**src/rtl/hcsr04_pkg.sv**
```systemverilog
// Shared types, widths and derived-constant helpers for the HC-SR04 sequencer.
package hcsr04_pkg;

    localparam int CNT_W  = 16;
    localparam int DIST_W = 14;

    typedef enum logic [2:0] {
        IDLE      = 3'd0,
        TRIG      = 3'd1,
        WAIT_ECHO = 3'd2,
        MEASURE   = 3'd3,
        CALC      = 3'd4,
        TOUT      = 3'd5,
        HOLDOFF   = 3'd6
    } state_t;

    function automatic int us_div_of(input int clk_freq_hz);
        return clk_freq_hz / 1_000_000;
    endfunction

    function automatic int trig_cyc_of(input int clk_freq_hz, input int trig_us);
        return us_div_of(clk_freq_hz) * trig_us;
    endfunction

    // Microsecond counters stop at their limit instead of wrapping.
    function automatic logic [CNT_W-1:0] sat_inc(input logic [CNT_W-1:0] v,
                                                  input logic [CNT_W-1:0] lim);
        return (v >= lim) ? lim : v + 16'd1;
    endfunction

endpackage

```
**src/rtl/hcsr04_echo_sync.sv**
```systemverilog
// Echo pin synchronizer with registered rise/fall pulses on the synced level.
module hcsr04_echo_sync (
    input  logic CLK,
    input  logic RST,
    input  logic echo,
    output logic rise,
    output logic fall
);
    logic sync1_r;
    logic sync2_r;
    logic prev_r;
    logic rise_r;
    logic fall_r;

    // Two-stage synchronizer, then edge pulses one cycle after the synced change
    always_ff @(posedge CLK) begin
        if (RST) begin
            sync1_r <= 1'b0;
            sync2_r <= 1'b0;
            prev_r  <= 1'b0;
            rise_r  <= 1'b0;
            fall_r  <= 1'b0;
        end else begin
            sync1_r <= echo;
            sync2_r <= sync1_r;
            prev_r  <= sync2_r;
            rise_r  <= sync2_r & ~prev_r;
            fall_r  <= ~sync2_r & prev_r;
        end
    end

    assign rise = rise_r;
    assign fall = fall_r;

endmodule

```
**src/rtl/hcsr04_ctrl.sv**
```systemverilog
// HC-SR04 measurement sequencer: trigger, echo timing, calculator handshake,
// timeout reporting and re-trigger pacing.
module hcsr04_ctrl
    import hcsr04_pkg::*;
#(
    parameter int CLK_FREQ_HZ = 100_000_000,
    parameter int TRIG_US     = 10,
    parameter int TIMEOUT_US  = 38000,
    parameter int PERIOD_US   = 60000,
    parameter int MULT_LAT    = 3
) (
    input  logic              CLK,
    input  logic              RST,
    input  logic              en,
    input  logic              echo,
    output logic              trig,
    output logic [CNT_W-1:0]  time_us,
    input  logic [DIST_W-1:0] calc_dis_mm,
    output logic [DIST_W-1:0] dist_mm,
    output logic              dist_vld,
    output logic              timeout,
    output logic              busy
);
    localparam int DIV_CYC  = us_div_of(CLK_FREQ_HZ);
    localparam int TRIG_LEN = trig_cyc_of(CLK_FREQ_HZ, TRIG_US);
    localparam logic [CNT_W-1:0] DIV_LAST  = CNT_W'(DIV_CYC - 1);
    localparam logic [CNT_W-1:0] TRIG_LAST = CNT_W'(TRIG_LEN - 1);
    localparam logic [CNT_W-1:0] CALC_LAST = CNT_W'(MULT_LAT);
    localparam logic [CNT_W-1:0] TOUT_LIM  = CNT_W'(TIMEOUT_US);
    localparam logic [CNT_W-1:0] PER_LIM   = CNT_W'(PERIOD_US);

    state_t            state_r;
    state_t            state_s;
    logic [CNT_W-1:0]  pre_r;
    logic [CNT_W-1:0]  per_pre_r;
    logic [CNT_W-1:0]  per_cnt_r;
    logic [CNT_W-1:0]  us_cnt_r;
    logic [CNT_W-1:0]  cyc_r;
    logic [CNT_W-1:0]  us_inc_s;
    logic              us_tick_s;
    logic              per_tick_s;
    logic              per_done_s;
    logic              rise_s;
    logic              fall_s;
    logic              trig_r;
    logic [CNT_W-1:0]  time_r;
    logic [DIST_W-1:0] dist_r;
    logic              vld_r;
    logic              tout_r;
    logic              busy_r;

    hcsr04_echo_sync u_echo_sync (
        .CLK  (CLK),
        .RST  (RST),
        .echo (echo),
        .rise (rise_s),
        .fall (fall_s)
    );

    // Tick decode and look-ahead counter values used by the FSM
    always_comb begin
        us_tick_s  = (pre_r == DIV_LAST);
        per_tick_s = (per_pre_r == DIV_LAST);
        if (us_tick_s) begin
            us_inc_s = sat_inc(us_cnt_r, TOUT_LIM);
        end else begin
            us_inc_s = us_cnt_r;
        end
        // Period is judged on the value being written so re-trigger lands exactly on the boundary
        per_done_s = (per_cnt_r >= PER_LIM) ||
                     (per_tick_s && (per_cnt_r == PER_LIM - 16'd1));
    end

    // Next-state logic
    always_comb begin
        state_s = state_r;
        case (state_r)
            IDLE:      if (en) state_s = TRIG; else state_s = IDLE;
            TRIG:      if (cyc_r == TRIG_LAST) state_s = WAIT_ECHO; else state_s = TRIG;
            WAIT_ECHO: if (rise_s)                     state_s = MEASURE;
                       else if (us_inc_s == TOUT_LIM)  state_s = TOUT;
                       else                            state_s = WAIT_ECHO;
            MEASURE:   if (fall_s)                     state_s = CALC;
                       else if (us_inc_s == TOUT_LIM)  state_s = TOUT;
                       else                            state_s = MEASURE;
            CALC:      if (cyc_r == CALC_LAST) state_s = HOLDOFF; else state_s = CALC;
            TOUT:      state_s = HOLDOFF;
            HOLDOFF:   if (per_done_s) state_s = en ? TRIG : IDLE; else state_s = HOLDOFF;
            default:   state_s = IDLE;
        endcase
    end

    // State, counters and registered outputs
    always_ff @(posedge CLK) begin
        if (RST) begin
            state_r   <= IDLE;
            pre_r     <= '0;
            per_pre_r <= '0;
            per_cnt_r <= '0;
            us_cnt_r  <= '0;
            cyc_r     <= '0;
            trig_r    <= 1'b0;
            time_r    <= '0;
            dist_r    <= '0;
            vld_r     <= 1'b0;
            tout_r    <= 1'b0;
            busy_r    <= 1'b0;
        end else begin
            state_r <= state_s;

            if (state_s != state_r)  cyc_r <= '0;
            else if (cyc_r != '1)    cyc_r <= cyc_r + 16'd1;

            // Measurement prescaler realigns on trigger start and on echo rise
            if ((state_s == TRIG && state_r != TRIG) || (state_s == MEASURE && state_r != MEASURE))
                pre_r <= '0;
            else if (us_tick_s)
                pre_r <= '0;
            else
                pre_r <= pre_r + 16'd1;

            // Period timebase has its own prescaler so echo realignment cannot skew pacing
            if (state_s == TRIG && state_r != TRIG) begin
                per_pre_r <= '0;
                per_cnt_r <= '0;
            end else begin
                per_pre_r <= per_tick_s ? '0 : per_pre_r + 16'd1;
                if (per_tick_s) per_cnt_r <= sat_inc(per_cnt_r, PER_LIM);
            end

            if (state_s != state_r && (state_s == WAIT_ECHO || state_s == MEASURE))
                us_cnt_r <= '0;
            else if (state_r == WAIT_ECHO || state_r == MEASURE)
                us_cnt_r <= us_inc_s;

            trig_r <= (state_s == TRIG);
            busy_r <= (state_s != IDLE);
            vld_r  <= (state_r == CALC && state_s == HOLDOFF) || (state_r == TOUT);

            if (state_r == MEASURE && state_s == CALC) time_r <= us_inc_s;

            if (state_r == CALC && state_s == HOLDOFF) begin
                dist_r <= calc_dis_mm;
                tout_r <= 1'b0;
            end else if (state_r == TOUT) begin
                tout_r <= 1'b1;
            end
        end
    end

    assign trig     = trig_r;
    assign time_us  = time_r;
    assign dist_mm  = dist_r;
    assign dist_vld = vld_r;
    assign timeout  = tout_r;
    assign busy     = busy_r;

endmodule

```
**config.mk**
```make
export PLATFORM = sky130hd
export DESIGN_NAME = hcsr04_ctrl
export DESIGN_NICKNAME = d
export VERILOG_FILES = /design/src/rtl/hcsr04_pkg.sv /design/src/rtl/hcsr04_echo_sync.sv /design/src/rtl/hcsr04_ctrl.sv
export SDC_FILE = /design/constraint.sdc
export NUM_CORES = 1
export LEC_CHECK = 0
export CAP_MARGIN = 20
export CORE_ASPECT_RATIO = 2
export CORE_MARGIN = 2
export CORE_UTILIZATION = 60
export DETAILED_ROUTE_END_ITERATION = 8
export GPL_ROUTABILITY_DRIVEN = 0
export GPL_TIMING_DRIVEN = 0
export PLACE_DENSITY = 0.82
export SYNTH_ARGS = -nofsm -noshare
export SYNTH_HDL_FRONTEND = slang
export SYNTH_HIERARCHICAL = 1
export SYNTH_SLANG_ARGS = --single-unit
```
**constraint.sdc**
```tcl
create_clock -name CLK -period 5.32 [get_ports CLK]
set_input_delay 0.798 -clock CLK [delete_from_list [all_inputs] [get_ports CLK]]
set_output_delay 0.798 -clock CLK [all_outputs]
set_load 0.02 [all_outputs]
```
==> out/summary.txt <==
Status -> complete, no violations
Tot Pwr -> 0.002136 W
Final WL -> 16,170 µm
Post-synth ARST share -> 0
DR top layer -> met4
Remaining DRCs -> 0
Critical Path Start Type -> flip-flop
Synth Area in Adders -> 0.01480
Largest net degree at the start of global routing -> 17
Antenna cells -> 0
DR WL met3 -> 1011 µm
Peak VDD IR -> 0.2733 mV
Register clock-pin slew on the reported worst setup and hold paths -> 60 ps
Yosys reg bits -> 122
Die Ht -> 144.5 µm
FP Rows -> 51
Share of layout cells above drive strength 1 -> 0.07134
Synth Flop Type -> dfxtp_1
Initial antenna violation count -> 0
CTS tree -> built
Post-Syn Instances -> 731
Hold Crit Class -> reg -> reg
CP arrival -> 3850 ps
Crit end category -> flip-flop
Clock Latency Late Sink -> 420 ps
Worst-margin pin slew -> 887.3 ps
Final setup fails -> 0
Synth top area cells -> dfxtp_1, nor2_1, xor2_1
DRT Pass-1 Iters -> 5
Slew Viols, Final -> 0
Max Cap Viol -> 0
Sequential area share after synthesis -> 0.4127
Reg area -> 2442 µm²
Final Cycle Share -> 0.6674
Syn Nets -> 756
Total number of vias -> 5,746
Max Freq -> 281.6 MHz
Root Driver -> clkbuf_16
Area growth, synth to finish -> 21.31%
CTS max path bufs -> 2
Post-synth EDFFs -> 0
Full die area -> 10,720 µm²
CP Max Fanout -> 10
Initial Utilization -> 0.6102
Clock sinks -> 122
DRT iter0 DRCs -> 366
Tot GR Track Use -> 0.3144
Distinct cells, synth -> 61
Nets -> 826
WS Path Type -> reg -> reg
Synth Area in Simple Gates -> 0.2915
Post-CTS Hold Fix Bufs -> 0
Top cell type's share of synthesized area -> 0.4127
First-pass GRT wire length -> 26,050 µm
Synth Area in XOR/XNOR -> 0.08584
Final worst slack -> 1769 ps
Post-synth top area cell -> dfxtp_1
Headroom to the max-slew limit -> 0.4063
Ys Warns -> 6
Largest family of logic cells by synthesized area -> simple AND/OR/NAND/NOR gates
Vias per cell -> 6.080
Mux contribution to synthesized area -> 0.02706
Compound-cell area share of the yosys netlist -> 0.1252
I/O pin count -> 52
Resized Gates After CTS -> 0
Clock skew -> 5.778 ps
Setup WS pre-CTS -> 1851 ps
Final min period -> 3551 ps
Setup repair bufs after CTS -> 0
M1 WL -> 5595 µm
PortBufs -> 51
Num CTS Buffers -> 17
Detail Placement HPWL -> 11,470 µm
Grt total ovfl -> 0
Fill cell count -> 776
Final hold viol count -> 0
Leakage -> 2.419 nW
ANT nets after route -> 0
RSZ-0062 raised after global routing -> false
DR WL/cell -> 17.11 µm
Power per cell area -> 297.5 nW/µm²
Die width -> 74.23 µm
CP Data Required Time -> 5620 ps
Synthesized area -> 5918 µm²
Routed wl met2 -> 8620 µm
H-tree Lvls -> 4
Multi-input logic area -> 3222 µm²
Vias in the first global route -> 5,618
Syn avg cell area -> 8.096 µm²
TNS Setup -> 0 ps
Core area -> 9699 µm²
[metal layers]
metal / GRT usage / up-vias
met5: 0 / -
met4: 0.1880 / 0
met3: 0.08014 / 83
met2: 0.5794 / 293
met1: 0.2995 / 2678
li1: - / 2692
[synth_stat cells (9+ instances only)]
library cell	count
and3_1	11
o21ai_0	25
buf_2	10
and4_1	9
nand3_1	31
xor2_1	32
nor4_1	12
a211oi_1	12
dfxtp_1	122
nand2_1	68
mux2i_1	16
nor2_1	137
nor3_1	22
a21oi_1	40
inv_1	18
nand4_1	20
clkbuf_1	23
xnor2_1	26
[area by class of cell]
cell class,instances,area share
timing repair buffer,51,0.07110
multi-input combinational,551,0.4488
sequential,122,0.3402
inverter,19,0.009934
clock buffer,20,0.06501
clock inverter,11,0.01656
buffer,39,0.02544
tap,132,0.02300
[registers in the layout, indices dropped and copies added, names as in the netlist, 3 cells and up]
register and cells:
pre_r 16, us_cnt_r 16, per_cnt_r 16, dist_mm 14
state_r 3, per_pre_r 16, time_us 16, cyc_r 16
[final timing paths]
kind	from	to	slack, ps	cells past startpoint
setup reg to reg	pre_r[0]	us_cnt_r[7]	1770	11
hold / removal	u_echo_sync/prev_r	u_echo_sync/rise	410	1
setup / recovery	pre_r[0]	us_cnt_r[7]	1770	11
hold reg to reg	u_echo_sync/prev_r	u_echo_sync/rise	410	1
[where the power goes]
group	internal [W]	leakage, nW	switching (W)
registers	0.000922	0.985	0.00000599
clock network	0.000720	0.280	0.000412
logic	0.0000306	1.15	0.0000441
total	0.00167	2.42	0.000462
[critical path: stages, from the launching register on]
cell	delay, ps
dfxtp_1	370
ha_1	290
nor4b_1	460
nand4_1	270
buf_2	280
nor4b_1	310
o32ai_1	160
o41a_1	420
a21oi_2	190
a2bb2oi_2	400
buf_6	220
nor2_1	60
[layout by cell type (no fill, tap or decap), types with 20 or more instances in the layout]
master / n
a21oi_1: 40
xor2_1: 32
clkdlybuf4s50_1: 51
dfxtp_1: 122
clkbuf_1: 23
nor2_1: 137
nand3_1: 31
o21ai_0: 25
nand2_1: 68
nand4_1: 20
xnor2_1: 26
nor3_1: 22
[stage by stage]
| stage | cell area (µm²) | util | std cells | hold WS (ps) |
|---|---|---|---|---|
| 4_1_cts | 7179 | 0.7402 | 945 | 413.9 |
| 3_5_place_dp | 6594 | 0.6798 | 914 | 412.2 |
| 5_1_grt | 7179 | 0.7402 | 945 | 418.6 |
| 2_1_floorplan | 5918 | - | 731 | 387.2 |
| 3_3_place_gp | 6594 | 0.6798 | 914 | 401.7 |
| 6_report | 7179 | 0.7402 | 945 | 413.1 |
[cell families after synthesis]
kind of cell / Yosys count
XOR/XNOR: 58
multiplexers: 16
adder cells (fa/ha/maj): 7
flip-flops: 122
buffers and inverters: 58
AND/OR/NAND/NOR: 353
AO/OA/AOI/OAI: 117
(Power assumes the default switching activity.)
==> variant 1, RTL diff (config.mk and constraints unchanged) <==
Register the output `dist_mm` once more, cleared by the reset; this adds one clock of latency there. The other outputs are not delayed to match.
--- a/src/rtl/hcsr04_ctrl.sv
+++ b/src/rtl/hcsr04_ctrl.sv
@@ -151,5 +151,11 @@
     assign trig     = trig_r;
     assign time_us  = time_r;
-    assign dist_mm  = dist_r;
+    always_ff @(posedge CLK) begin
+        if (RST) begin
+            dist_mm <= '0;
+        end else begin
+            dist_mm <= dist_r;
+        end
+    end
     assign dist_vld = vld_r;
     assign timeout  = tout_r;
Function: no difference found for any inputs over 10 cycles, from zero or initial values and one cycle with RST high; that may be too few to reach the edited logic, so the function may still have changed.
==> variant 1 against the unedited design <==
- final area grew 6.2%
- clock power fell by 5%
- global-route usage down 1.7 points
- worst setup slack worse by 430 ps
- synthesized cell count rose by 3.8%
- clock skew grew 4.3 ps
- power up 1.2%
- sequential cell count up 14
- synthesized area up 8.0%
- routed wire length increased by 4.5%
- first-iteration DRC count is 4.1% lower
- combinational power decreased by 17%
- cell count up 3.7%
- non-clock buffer count up 2
==> variant 1: results (changes against the unedited design) <==
stage;metric;value;unit;change
synthesis;synth top area cells;dfxtp_1 (43%), nor2_1 (7.6%), xor2_1 (4.5%);;
synthesis;main flop type after synthesis;dfxtp_1;;
layout;Final #Nets;855;;+3.5%
pwr;Lkg Pwr;2.626;nW;+8.6%
global_routing;vias in the first global route;6005;;+6.9%
synthesis;FFs w/ async S/R, synth;0;%;unchanged
setup_path;slowest CP cell;nor4_1;;
setup_path;Worst Setup SP;per_pre_r[0];;
clock_tree;Clock transition at path regs;60;ps;about the same
pwr;Int Power;1.665;mW;-0.52%
layout;layout cells sized above 1;6.643;%;-0.49 points
timing;Slew HR;28.65;%;-12 points
clock_tree;htree depth;4;;unchanged
placed_design;Post-DP HPWL;12.30;mm;+7.2%
synthesis;Synth Net Count;784;;+3.7%
pwr;Max IR drop VDD;248.4;uV;-9.1%
global_routing;largest net degree at the start of global routing;17;;unchanged
setup_path;CP Data Arrival Time;4260;ps;+410 ps
routing;DRT Pass-1 Iters;5;;unchanged
placed_design;cell count after placement;947;;+3.6%
layout;Final Non-Filler Cells;980;;+3.7%
synthesis;Yosys cell types;64;;+4.9%
placed_design;placed cell areas;7076;um2;+7.3%
placed_design;I/O Buffers;51;;unchanged
outcome;status;finished, final reports clean;;
placed_design;Placement Setup Slack;1441;ps;-410.4 ps
routing;Avg WL per Cell;17.24;um;+0.79%
synthesis;register area share after synthesis;42.58;%;+1.3 points
global_routing;Tot GR Track Use;29.77;%;-1.7 points
routing;initial drt markers;351;;-4.1%
clock_tree;Worst-Skew Late Latency;420;ps;about the same
clock_tree;Setup Buffers After CTS;0;;unchanged
setup_path;reg2reg path depth;10;;-1
setup_path;slowest stage delay, CP;740;ps;+280 ps
timing;clock skew;10.10;ps;+4.326 ps
layout;fin area;7625;um2;+6.2%
layout;Fillers;842;;+8.5%
routing;vias per inst;6.024;;-0.92%
synthesis;Mapped Avg Cell Area;8.424;um2;+4.0%
synthesis;Post-synth top cells;dfxtp_1 (136), nor2_1 (130), nand2_1 (43);;
synthesis;count leader, synth;dfxtp_1;;
global_routing;first-pass GRT wire length;27.07;mm;+3.9%
[variant 1: changes by cell type after synthesis, moves of 5 or more]
cell      change
xnor2_1       +6
nor4_1       +16
clkbuf_1      +5
nor2b_1      +17
and3_1        +5
nand2_1      -25
a211oi_1      -6
dfxtp_1      +14
buf_1         +6
a22oi_1       +6
buf_2         -7
nor2_1        -7
nand3_1       +7
a21oi_1      -10
[variant 1: cell type report]
class | instances | share of cell area, %
tap | 137 | 2.248
clock inverter | 12 | 1.247
clock buffer | 20 | 5.858
inverter | 20 | 0.9846
buffer | 40 | 2.265
multi-input combinational | 563 | 44.90
timing repair buffer | 52 | 6.794
sequential | 136 | 35.71
[variant 1: worst paths after layout]
path                      endpoint  slack [ps]
setup reg to reg     per_cnt_r[15]        1340
setup / recovery     per_cnt_r[15]        1340
hold / removal    u_echo_sync/rise         430
hold reg to reg   u_echo_sync/rise         430
[variant 1: routing by layer]
layer	vias to the layer above	routed length, um	GRT usage, %
li1	2815	-	-
met1	2781	5625	25.77
met2	214	9536	59.30
met3	94	704	5.127
met4	0	1032	21.34
met5	-	0	0
[variant 1: power groups by stage]
stage / registers, mW / clock network (mW) / logic, mW
after detailed placement: 1.05 / 0 / 0.0615
final: 1.03 / 1.07 / 0.0618
after global routing: 1.03 / 1.12 / 0.0675
after floorplan: 1.05 / 0 / 0.0305
after CTS: 1.03 / 1.07 / 0.0620
after global placement: 1.05 / 0 / 0.0598
[variant 1: critical path: cells and delay by family (launching register included)]
kind,cells,cell delay (ps)
AND/OR/NAND/NOR,5,1620
buffers and inverters,2,790
AO/OA/AOI/OAI,2,770
flip-flops,1,380
adder cells (fa/ha/maj),1,270
[variant 1: cells by family after synthesis]
family	share of synthesized area, %
and+or+nand+nor	29.98
DFF	42.58
AOI/OAI and AO/OA	10.59
xor gates and xnor gates	8.904
buffers and inverters	3.875
muxes	2.700
adders and majority gates	1.370
==> variant 2, RTL diff (config.mk and constraints unchanged) <==
Made on the original files. The package constant `DIST_W` goes from 14 to 12.
--- a/src/rtl/hcsr04_pkg.sv
+++ b/src/rtl/hcsr04_pkg.sv
@@ -3,5 +3,5 @@
 
     localparam int CNT_W  = 16;
-    localparam int DIST_W = 14;
+    localparam int DIST_W = 12;
 
     typedef enum logic [2:0] {
Interface: changed (resized calc_dis_mm and dist_mm); port bits go from 52 to 48. The function was not compared with the original's and may differ.
==> variant 2 against the unedited design <==
- sequential cell count is 2 lower
- sequential share of layout area down 0.17 points
- power is essentially flat
- synthesized area fell by 0.91%
- global-route usage rose by 0.19 points
- final area decreased by 1.2%
- combinational power shrank 16%
- die area shrank 0.87%
- worst setup slack lost 420 ps
- routed wire length is 3.2% lower
- clock skew rose by 2.6 ps
==> variant 2: results (changes against the unedited design) <==
stage;metric;value;unit;change
outcome;status;finished, final reports clean;;
placed_design;Post-DP HPWL;11.23;mm;-2.1%
hold_path;hold_sp;u_echo_sync/prev_r;;
synthesis;synth top area cells;dfxtp_1 (41%), nor2_1 (8.1%), xor2_1 (4.3%);;
synthesis;post-synthesis compound-gate area fraction;15.25;%;+2.7 points
timing;clock skew;8.346;ps;+2.568 ps
setup_path;slowest CP cell;o41ai_4;;
routing;WL met2;8.508;mm;-1.3%
synthesis;post-synthesis mux area share;2.603;%;-0.10 points
synthesis;Yosys cell types;72;;+18%
global_routing;vias in the first global route;5552;;-1.2%
routing;vias per inst;6.041;;-0.65%
timing;hold slack;430.7;ps;+17.54 ps
pwr;Max IR drop VDD;230.2;uV;-16%
layout;Final #Nets;787;;-4.7%
global_routing;first-pass GRT wire length;26.00;mm;-0.18%
global_routing;met3 Usage GRT;8.766;%;+0.75 points
synthesis;register area share after synthesis;40.96;%;-0.30 points
layout;comb_multi_in;527;;-4.4%
setup_path;Crit path max-delay family;simple AND/OR/NAND/NOR gates;;
layout;layout cells sized above 1;9.653;%;+2.5 points
layout;Signal buffers;81;;-10%
global_routing;GR Layer Usage met1;32.57;%;+2.6 points
routing;initial drt markers;468;;+28%
layout;Fillers;686;;-12%
synthesis;adder-cell area share of the yosys netlist;1.493;%;+0.014 points
timing;Slew @ Worst Pin;776.7;ps;-110.6 ps
layout;clock-cell share of area;8.410;%;+0.25 points
layout;Multi-input gate area;3209;um2;-0.39%
global_routing;global routing usage on met2;55.78;%;-2.2 points
setup_path;CP Data Arrival Time;4240;ps;+390 ps
clock_tree;clock sinks;120;;-1.6%
routing;met3 WL;812;um;-20%
layout;inverters;17;;-2
setup_path;reg-to-reg slack, setup;1350;ps;-420 ps
placed_design;Placement Setup Slack;1515;ps;-335.9 ps
synthesis;Synth Net Count;721;;-4.6%
pwr;Lkg Pwr;2.426;nW;+0.32%
timing;final period utilization;74.62;%;+7.9 points
global_routing;Tot GR Track Use;31.63;%;+0.19 points
synthesis;Post-synth top cells;nor2_1 (126), dfxtp_1 (120), nand2_1 (64);;
setup_path;slowest stage delay, CP;600;ps;+140 ps
routing;WL final;15.64;mm;-3.2%
synthesis;synthesized-area fraction occupied by xor and xnor cells;8.065;%;-0.52 points
routing;DRT Pass-1 Iters;6;;+1
layout;# clk buffers;20;;unchanged
placed_design;I/O Buffers;47;;-7.8%
setup_path;Startpoint Class;flop;;
layout;non-clk buf share;9.291;%;-0.36 points
setup_path;Critical path destination;us_cnt_r[14];;
layout;Reg area;2402;um2;-1.6%
routing;Post-Route M1 WL;5.472;mm;-2.2%
[variant 2: cell count changes after synthesis, sizes merged, moves of 5 or more]
cell,delta
o21ai,-13
o21a,-5
and3,+5
nor2,-8
a31oi,+8
[variant 2: cell families after synthesis]
group,after synthesis
flip-flops,120
AO/OA/AOI/OAI,124
AND/OR/NAND/NOR,327
multiplexers,15
adder cells (fa/ha/maj),7
buffers and inverters,51
XOR/XNOR,54
[variant 2: stage by stage]
stage,std cells,util (%),area (um2),power (mW)
after floorplan,698,-,5864,0.9654
after global placement,877,67.46,6500,0.9900
after detailed placement,877,67.46,6500,0.9927
after CTS,909,73.65,7097,2.143
after global routing,909,73.65,7097,2.191
final,909,73.65,7097,2.136
[variant 2: power breakdown]
group / total, mW / leakage (nW) / internal, mW / switching (mW)
sequential: 0.912 / 0.968 / 0.907 / 0.00577
combinational: 0.0627 / 1.17 / 0.0254 / 0.0373
clock: 1.16 / 0.286 / 0.746 / 0.415
